`config.mk`:
```
export PLATFORM = sky130hd
export DESIGN_NAME = iommu_arb
export DESIGN_NICKNAME = d
export VERILOG_FILES = /design/src/rtl/iommu_arb_pkg.sv /design/src/rtl/iommu_arb_rr_pick.sv /design/src/rtl/iommu_arb.sv
export SDC_FILE = /design/constraint.sdc
export NUM_CORES = 1
export LEC_CHECK = 0
export BUFFER_PORTS_ARGS = -buffer_cell sky130_fd_sc_hd__buf_2
export CAP_MARGIN = 20
export CORE_AREA = 2 2 183 185
export DETAILED_ROUTE_END_ITERATION = 8
export DIE_AREA = 0 0 185 187
export PLACE_DENSITY = 0.61
export SLEW_MARGIN = 40
export SYNTH_ARGS = -nofsm -noshare
export SYNTH_HDL_FRONTEND = slang
export SYNTH_SLANG_ARGS = --single-unit
```
`constraint.sdc`:
```
create_clock -name clk -period 3.45 [get_ports clk]
set_clock_uncertainty 0.1 [all_clocks]
set_input_delay 0.1725 -clock clk [delete_from_list [all_inputs] [get_ports clk]]
set_output_delay 0.1725 -clock clk [all_outputs]
set_load 0.03 [all_outputs]
```
`src/rtl/iommu_arb_pkg.sv`:
```
// Shared types for the IOMMU hook arbiter: FSM state encoding and address width.
package iommu_arb_pkg;

    localparam int unsigned IOVA_W = 64;
    localparam int unsigned PA_W   = 64;

    typedef logic [IOVA_W-1:0] addr_t;

    typedef enum logic [1:0] {
        IDLE,
        ISSUE,
        WAIT,
        RESP
    } arb_state_e;

endpackage

```
`src/rtl/iommu_arb_rr_pick.sv`:
```
// Combinational round-robin picker: searches req starting one past last, wrapping
// modulo NREQ, and returns the first hit as one-hot, encoded id and any-valid.
module rr_pick #(
    parameter int unsigned NREQ = 4,
    parameter int unsigned IDW  = $clog2(NREQ)
) (
    input  logic [NREQ-1:0] req,
    input  logic [IDW-1:0]  last,
    output logic [NREQ-1:0] gnt,
    output logic [IDW-1:0]  id,
    output logic            any
);

    logic [IDW-1:0] idx;

    always_comb begin
        gnt = '0;
        id  = '0;
        any = 1'b0;
        idx = '0;
        for (int unsigned off = 1; off <= NREQ; off++) begin
            idx = IDW'((32'(last) + off) % NREQ);
            if (!any && req[idx]) begin
                any      = 1'b1;
                id       = idx;
                gnt[idx] = 1'b1;
            end
        end
    end

endmodule

```
`src/rtl/iommu_arb.sv`:
```
// Round-robin arbiter/sequencer sharing the single-slot iommu_hook port among NREQ clients.
// Optional response timeout with late-response drain: define IOMMU_ARB_TIMEOUT_EN.
module iommu_arb
    import iommu_arb_pkg::*;
#(
    parameter int unsigned NREQ           = 4,
    parameter int unsigned TIMEOUT_CYCLES = 256
) (
    input  logic                     clk,
    input  logic                     rst_n,
    input  logic [NREQ-1:0]          cli_req_valid,
    input  logic [NREQ*IOVA_W-1:0]   cli_req_iova,
    output logic [NREQ-1:0]          cli_req_ready,
    output logic [NREQ-1:0]          cli_rsp_valid,
    output logic [PA_W-1:0]          cli_rsp_pa,
    output logic                     cli_rsp_fault,
    input  logic [NREQ-1:0]          cli_rsp_ready,
    output logic                     mmu_req_valid,
    output logic [IOVA_W-1:0]        mmu_req_iova,
    input  logic                     mmu_req_ready,
    input  logic                     mmu_rsp_valid,
    input  logic [PA_W-1:0]          mmu_rsp_pa,
    input  logic                     mmu_rsp_fault,
    output logic                     mmu_rsp_ready,
    output logic                     busy,
    output logic [$clog2(NREQ)-1:0]  grant_id
);

    localparam int unsigned IDW = $clog2(NREQ);

    arb_state_e          state_q, state_d;
    logic [IDW-1:0]      last_q, last_d;
    logic [IDW-1:0]      id_q, id_d;
    addr_t               iova_q, iova_d;
    logic [PA_W-1:0]     pa_q, pa_d;
    logic                fault_q, fault_d;

    logic [NREQ-1:0]     pick_gnt;
    logic [IDW-1:0]      pick_id;
    logic                pick_any;
    logic                arb_en;

`ifdef IOMMU_ARB_TIMEOUT_EN
    localparam int unsigned CNT_W = $clog2(TIMEOUT_CYCLES);
    logic [CNT_W-1:0]    cnt_q, cnt_d;
    logic                stale_q, stale_d;
`else
    logic                stale_q;
    assign stale_q = 1'b0;
`endif

    rr_pick #(
        .NREQ (NREQ),
        .IDW  (IDW)
    ) u_pick (
        .req  (cli_req_valid),
        .last (last_q),
        .gnt  (pick_gnt),
        .id   (pick_id),
        .any  (pick_any)
    );

    always_comb begin
        state_d       = state_q;
        last_d        = last_q;
        id_d          = id_q;
        iova_d        = iova_q;
        pa_d          = pa_q;
        fault_d       = fault_q;
        mmu_req_valid = 1'b0;
        mmu_rsp_ready = 1'b0;
        cli_rsp_valid = '0;
`ifdef IOMMU_ARB_TIMEOUT_EN
        cnt_d         = cnt_q;
        stale_d       = stale_q;
`endif
        // rst_n gate keeps the combinational grant low while reset is held
        arb_en        = (state_q == IDLE) && !stale_q && rst_n;
        cli_req_ready = arb_en ? pick_gnt : '0;

        unique case (state_q)
            IDLE: begin
                if (arb_en && pick_any) begin
                    state_d = ISSUE;
                    id_d    = pick_id;
                    last_d  = pick_id;
                    iova_d  = cli_req_iova[32'(pick_id)*IOVA_W +: IOVA_W];
                end
            end
            ISSUE: begin
                mmu_req_valid = 1'b1;
                if (mmu_req_ready) begin
                    state_d = WAIT;
`ifdef IOMMU_ARB_TIMEOUT_EN
                    cnt_d   = '0;
`endif
                end
            end
            WAIT: begin
                mmu_rsp_ready = 1'b1;
                if (mmu_rsp_valid) begin
                    state_d = RESP;
                    pa_d    = mmu_rsp_pa;
                    fault_d = mmu_rsp_fault;
                end
`ifdef IOMMU_ARB_TIMEOUT_EN
                else if (cnt_q == CNT_W'(TIMEOUT_CYCLES - 1)) begin
                    state_d = RESP;
                    pa_d    = '0;
                    fault_d = 1'b1;
                    stale_d = 1'b1;
                end else begin
                    cnt_d   = cnt_q + 1'b1;
                end
`endif
            end
            RESP: begin
                cli_rsp_valid[id_q] = 1'b1;
                if (cli_rsp_ready[id_q]) begin
                    state_d = IDLE;
                end
            end
            default: state_d = IDLE;
        endcase

`ifdef IOMMU_ARB_TIMEOUT_EN
        // The late hook response of a timed-out request is swallowed here
        if (stale_q) begin
            mmu_rsp_ready = 1'b1;
            if (mmu_rsp_valid) begin
                stale_d = 1'b0;
            end
        end
`endif
    end

    always_ff @(posedge clk or negedge rst_n) begin
        if (!rst_n) begin
            state_q <= IDLE;
            last_q  <= IDW'(NREQ - 1);
            id_q    <= '0;
            iova_q  <= '0;
            pa_q    <= '0;
            fault_q <= 1'b0;
        end else begin
            state_q <= state_d;
            last_q  <= last_d;
            id_q    <= id_d;
            iova_q  <= iova_d;
            pa_q    <= pa_d;
            fault_q <= fault_d;
        end
    end

`ifdef IOMMU_ARB_TIMEOUT_EN
    always_ff @(posedge clk or negedge rst_n) begin
        if (!rst_n) begin
            cnt_q   <= '0;
            stale_q <= 1'b0;
        end else begin
            cnt_q   <= cnt_d;
            stale_q <= stale_d;
        end
    end
`endif

    assign mmu_req_iova  = iova_q;
    assign cli_rsp_pa    = pa_q;
    assign cli_rsp_fault = fault_q;
    assign busy          = (state_q != IDLE);
    assign grant_id      = id_q;

endmodule

```
==> flow_summary.json, run 1 <==
{
  "ant_nets": 0,
  "synth-simple-area-share_pct": 4.488,
  "netlist.area_leader.share_pct": 37.19,
  "n_fill_cell": 3328,
  "path_class": "flop to primary output",
  "grt_use_total_pct": 20.08,
  "grt_pass1_vias": 9307,
  "via_count": 9076,
  "die-area_um2": 34600,
  "tightest_slew_ns": 0.7369,
  "syn_inst": 894,
  "area_delta_synth_final_pct": 46.22,
  "htree_num_levels": 4,
  "max_clock_freq_mhz": 305.8,
  "period_minus_slack_ns": 3.271,
  "async_reset_ff_share_pct": 100.0,
  "overflow": 0,
  "synth-compound-area-share_pct": 34.98,
  "synth_edf_count": 0,
  "routed_wl_mm": 35.60,
  "cts_tree": "built",
  "worst_ep_arrival_time_ns": 3.00,
  "drive_above_1_share_pct": 47.25,
  "fin_nets": 1732,
  "worst-path-buf-inv": 2,
  "io_buffers": 474,
  "io_pins": 475,
  "yosysUniqueCellTypes": 41,
  "regArea_um2": 3381,
  "clock_sinks": 135,
  "setup_violations": 0,
  "leakage_uw": 0.007258,
  "vias_per_cell": 4.909,
  "rsz0062_at_grt": "false",
  "fin_tns_setup_ns": 0,
  "cts_buffers": 17,
  "end_kind": "primary output",
  "ctsRootBufferMaster": "clkbuf_16",
  "maxCapViolations": 0,
  "synthMuxAreaShare_pct": 9.801,
  "clockBufferDepth": 2,
  "start_util_pct": 27.23,
  "hold_viol": 0,
  "max_slew_margin_pct": 50.88,
  "grt_pass1_wl_mm": 53.23,
  "hold_class": "input pin to flop",
  "routabilityCongestion": 0.8140,
  "crit_family": "multiplexers",
  "die_x_um": 185,
  "core_region_area_um2": 32860,
  "die_h_um": 187,
  "clk_latency_ns": 0.42,
  "worstPathRequired_ns": 3.18,
  "antenna_found_initial": 9,
  "ys_ff_latch": 135,
  "startpoint": "last_q[1]",
  "synth_area_um2": 8949,
  "synth_top_family_by_area": "compound AO/OA/AOI/OAI gates",
  "yosysWarnings": 0,
  "maxSlewViolCount": 0,
  "placementRows": 67,
  "placed_cells": 1748,
  "final_cells": 1849,
  "hp-start": "cli_req_iova[124]",
  "crit_chain": "inv_1, ha_2, mux4_2, nor2b_4, a22oi_1, nor2_1, a221oi_1, nor2_1, buf_2",
  "total_power_uw": 15020,
  "cpMostUsedCell": "nor2_1",
  "yosys_most_used_dff": "dfrtp_1",
  "dr.pass1.iters": 5,
  "powerDensity_nw_per_um2": 1148,
  "cts_setup_buffers": 0,
  "fin_crit_sh_pct": 94.80,
  "grt_max_degree": 82,
  "slowest_delay_ns": 0.59,
  "synth_nets": 1240,
  "rr_startpoint": "last_q[1]",
  "yosys-top-cells-area": "dfrtp_1, o211a_1, o211ai_1",
  "hpwl_mm": 26.21,
  "clk_pin_slew_ns": 0.07,
  "syn_area_per_cell_um2": 10.01,
  "slowest_stage": "mux4_2",
  "seq_area_frac_synth_pct": 37.78,
  "wl_per_cell_um": 19.25,
  "multi_input_area_um2": 4639,
  "ir_worst_vdd_mv": 0.8705,
  "status": "finished, final reports clean",
  "start_kind": "flop",
  "synth_xor_area_share_pct": 0,
  "synth_largest_area_cell": "dfrtp_1",
  "drc": 0,
  "crit_fanout": 8,
  "first_iter_violations": 417,
  "synthAdderAreaFrac_pct": 1.818
}
worst register-to-register path: cells and delay by family (launching register included):
kind,cells,cell delay [ns]
compound gates,4,0.90
mux,1,0.59
flops,1,0.54
fa+ha+maj,1,0.44
buf+inv,2,0.41
simple gates,1,0.18
cell type report:
type,count,share of cell area [%]
Inverter,138,3.959
Antenna cell,2,0.03825
Clock inverter,15,1.396
Clock buffer,17,3.251
Multi-Input combinational cell,527,35.46
Timing Repair Buffer,567,25.78
Sequential cell,135,25.84
Tap cell,448,4.284
sequential cells by signal, summed over array words and instances, names as in the netlist:
name and cells:
mmu_req_iova 64, last_q 2, state_q 2, cli_rsp_pa 64, grant_id 2, cli_rsp_fault 1
timing repair:
action	CTS	global route
hold buffers	67	0
setup endpoints to repair	0	26
hold endpoints to repair	147	0
gates resized for setup	0	2
cells in the mapped netlist, drive strengths merged, types with 2 or more instances:
| cell type | count |
|---|---|
| dfrtp | 133 |
| ha | 13 |
| a211oi | 2 |
| nor3b | 2 |
| o21a | 2 |
| inv | 138 |
| dfstp | 2 |
| clkbuf | 44 |
| a21o | 2 |
| nand2 | 69 |
| and3 | 3 |
| o21ai | 6 |
| a221oi | 5 |
| o211ai | 127 |
| nor2b | 2 |
| mux4 | 5 |
| nor4 | 3 |
| buf | 50 |
| a21oi | 5 |
| nor2 | 11 |
| a22oi | 5 |
| mux2 | 67 |
| o31ai | 63 |
| o211a | 126 |
through the flow:
step	util (%)	setup WS [ns]	hold WS (ns)	area, µm²
global route	39.82	0.002427	0.02247	13090
finish	39.82	0.1794	0.02627	13090
global placement	35.85	0.2033	-0.06463	11780
CTS	39.75	0.06910	0.001703	13060
floorplan	-	0.2342	-0.2231	8949
detailed placement	35.86	0.1245	-0.05842	11780
path summary, 6_finish.rpt:
| path | to | slack, ns | depth (start not counted) |
|---|---|---|---|
| worst max-delay path | cli_req_ready[0] | 0.18 | 9 |
| worst min-delay path | mmu_req_iova[60] | 0.03 | 4 |
| worst max register to register | mmu_req_iova[27] | 0.22 | 9 |
| worst min register to register | mmu_req_iova[14] | 0.37 | 2 |
| max in group asynchronous | mmu_req_iova[21] | 2.12 | 3 |
| min in group asynchronous | cli_rsp_pa[15] | 0.11 | 2 |
report_power, final:
group / switching [µW] / total (µW) / internal [µW]
combinational: 6480 / 10200 / 3760
clock: 832 / 1930 / 1100
sequential: 451 / 2850 / 2400
total: 7760 / 15000 / 7260
placed cells by master (no fill, tap or decap), types with 3 or more instances in the layout:
cell           Yosys  final
buf_2             37    473
inv_1            138    138
dfrtp_1          133    133
o211ai_1         127    127
o211a_1          126    126
nand2_1           69     67
mux2_2            67     67
dlygate4sd3_1      0     67
o31ai_2           42     42
o31ai_1           21     21
clkbuf_16          0     17
buf_4              5     15
ha_1              13     12
nor2_1            11     11
buf_12             0     10
inv_6              0      6
mux4_2             5      5
a22oi_1            5      5
a221oi_1           5      5
o21ai_0            4      4
a21oi_1            4      3
nor4_1             3      3
clkinvlp_4         0      3
layer usage:
layer | share of wire (%) | track usage (%)
met2 | 51 | 36.16
met5 | 0.10 | 0
met4 | 3.8 | 8.639
met3 | 8.1 | 5.588
met1 | 37 | 21.84
kinds of logic after synthesis:
group	after synthesis
flip-flops	135
AND/OR/NAND/NOR	94
buffers and inverters	232
AO/OA/AOI/OAI	347
adder cells (fa/ha/maj)	13
multiplexers	73
Power figures use the tool's default switching activity.
==> run 2, diff against run 1 <==
- BUFFER_PORTS_ARGS: -buffer_cell sky130_fd_sc_hd__buf_2 -> -buffer_cell sky130_fd_sc_hd__clkbuf_2
==> flow_summary.json, run 2 (same netlist as run 1, synthesis figures left out) <==
{
  "via_count": 9355,
  "hp-start": "cli_req_iova[68]",
  "setup_violations": 0,
  "io_pins": 475,
  "first_iter_violations": 410,
  "period_minus_slack_ns": 3.238,
  "powerDensity_nw_per_um2": 1106,
  "cts_buffers": 17,
  "reg2reg_slack_ns": 0.21,
  "clockBufferDepth": 2,
  "drc": 0,
  "max_slew_margin_pct": 65.06,
  "max_clock_freq_mhz": 308.9,
  "routabilityCongestion": 0.8542,
  "rsz0062_at_grt": "false",
  "drive_above_1_share_pct": 45.59,
  "maxSlewViolCount": 0,
  "end_kind": "flop",
  "die-area_um2": 34600,
  "n_fill_cell": 3275,
  "status": "finished, final reports clean",
  "antenna_found_initial": 8,
  "layout_common_cells": "clkbuf_2, inv_1, dfrtp_1",
  "start_util_pct": 27.23,
  "hold_class": "input pin to flop",
  "htree_num_levels": 4,
  "path_class": "flop to flop",
  "mostFrequentLayoutCell": "clkbuf_2",
  "ff2ff_path_depth": 9,
  "die_x_um": 185,
  "overflow": 0,
  "ctsRootBufferMaster": "clkbuf_16",
  "worstPathRequired_ns": 3.68,
  "grt_max_degree": 135,
  "ant_nets": 0,
  "cts_tree": "built",
  "hold_depth": 4,
  "seqPwrFrac_pct": 19.1,
  "rr_startpoint": "last_q[0]",
  "fin_nets": 1783,
  "area_delta_synth_final_pct": 52.31,
  "comb_power_share_pct": 68.6,
  "fin_ws_ns": 0.2123,
  "whs_endpoint": "mmu_req_iova[4]",
  "tightest_slew_ns": 0.5241,
  "io_buffers": 474,
  "start_kind": "flop",
  "grt_pass1_wl_mm": 55.70,
  "clk_pin_slew_ns": 0.07,
  "cts_setup_buffers": 0,
  "die_h_um": 187,
  "post-place-ws_ns": 0.1113,
  "fin_crit_sh_pct": 93.85,
  "wl_per_cell_um": 19.39,
  "p_int_uw": 7205,
  "vias_per_cell": 4.924,
  "grt_pass1_vias": 9662,
  "maxCapViolations": 0,
  "hold_viol": 0,
  "crit_fanout": 75,
  "switching_share_pct": 52.19,
  "r2r-end": "mmu_req_iova[23]",
  "ir_worst_vdd_mv": 0.8421,
  "dr.pass1.iters": 5,
  "switching_power_uw": 7865,
  "placementRows": 67,
  "leakage_uw": 0.007553,
  "clk_latency_ns": 0.42,
  "clockPowerShare_pct": 12.3,
  "core_region_area_um2": 32860,
  "fin_tns_setup_ns": 0,
  "grt_use_total_pct": 20.95,
  "routed_wl_mm": 36.84,
  "clock_sinks": 135,
  "hpwl_mm": 26.49,
  "worst_ep_arrival_time_ns": 3.47
}
-- run 2: how the worst max path moves through the flow --
stage	to	slack (ns)	depth (start not counted)	start
final	mmu_req_iova[23]	0.21	9	last_q[0]
after CTS	cli_req_ready[2]	0.009	8	last_q[0]
after floorplan	mmu_req_iova[35]	0.23	12	last_q[0]
after global placement	mmu_req_iova[31]	0.21	9	last_q[0]
after global routing	cli_req_ready[0]	0.01	9	last_q[0]
after detailed placement	mmu_req_iova[28]	0.11	9	last_q[0]
-- run 2: routing by layer --
layer | global-route usage, % | part of all wire (%) | vias up
met5 | 0 | 0.065 | -
met4 | 10.23 | 4.2 | 4
met2 | 37.83 | 51 | 430
met1 | 22.71 | 37 | 4477
met3 | 5.023 | 7.7 | 69
li1 | - | - | 4375
-- run 2: area by class of cell --
class	count	area [µm²]	share of cell area [%]
clock buffers	17	425.4	3.121
repair buffers	618	3938	28.89
inverters	138	518.0	3.801
clock inverters	15	152.6	1.120
well taps	448	560.5	4.113
flip-flops and latches	135	3381	24.80
diodes	2	5.005	0.03672
multi-input cells	527	4649	34.11
-- run 2: critical path, stage by stage, from the launching register on --
cell and delay (ns):
dfstp_2 0.53, inv_1 0.13, ha_4 0.36, mux4_2 0.58, nor2b_4 0.18, o21ai_4 0.27
buf_12 0.31, o211ai_1 0.24, o211a_1 0.17, o31ai_2 0.18
-- run 2: through the flow --
| step | utilization (%) | cell area (µm²) | total power (µW) | hold WS, ns | std cells |
|---|---|---|---|---|---|
| final | 41.48 | 13630 | 15070 | 0.02150 | 1900 |
| after global routing | 41.48 | 13630 | 16080 | 0.009198 | 1900 |
| after CTS | 41.29 | 13570 | 15180 | 0.00002287 | 1897 |
| after detailed placement | 35.94 | 11810 | 13130 | -0.1219 | 1747 |
| after global placement | 35.94 | 11810 | 12920 | -0.1224 | 1747 |
| after floorplan | - | 8949 | 10210 | -0.2231 | 894 |
-- run 2: power by group through the flow --
| stage | Clock [µW] | Sequential, µW | Combinational (µW) |
|---|---|---|---|
| detailed placement | 0 | 2900 | 10200 |
| global route | 1990 | 2970 | 11100 |
| finish | 1860 | 2870 | 10300 |
| CTS | 1940 | 2870 | 10400 |
| global placement | 0 | 2870 | 10100 |
| floorplan | 0 | 4340 | 5870 |
-- run 2: what timing repair did --
action                                 in CTS  in global routing
setup endpoints to repair                   0                 43
endpoints found under the hold margin     234                  0
gates resized for setup                     0                  3
hold buffers                              118                  0
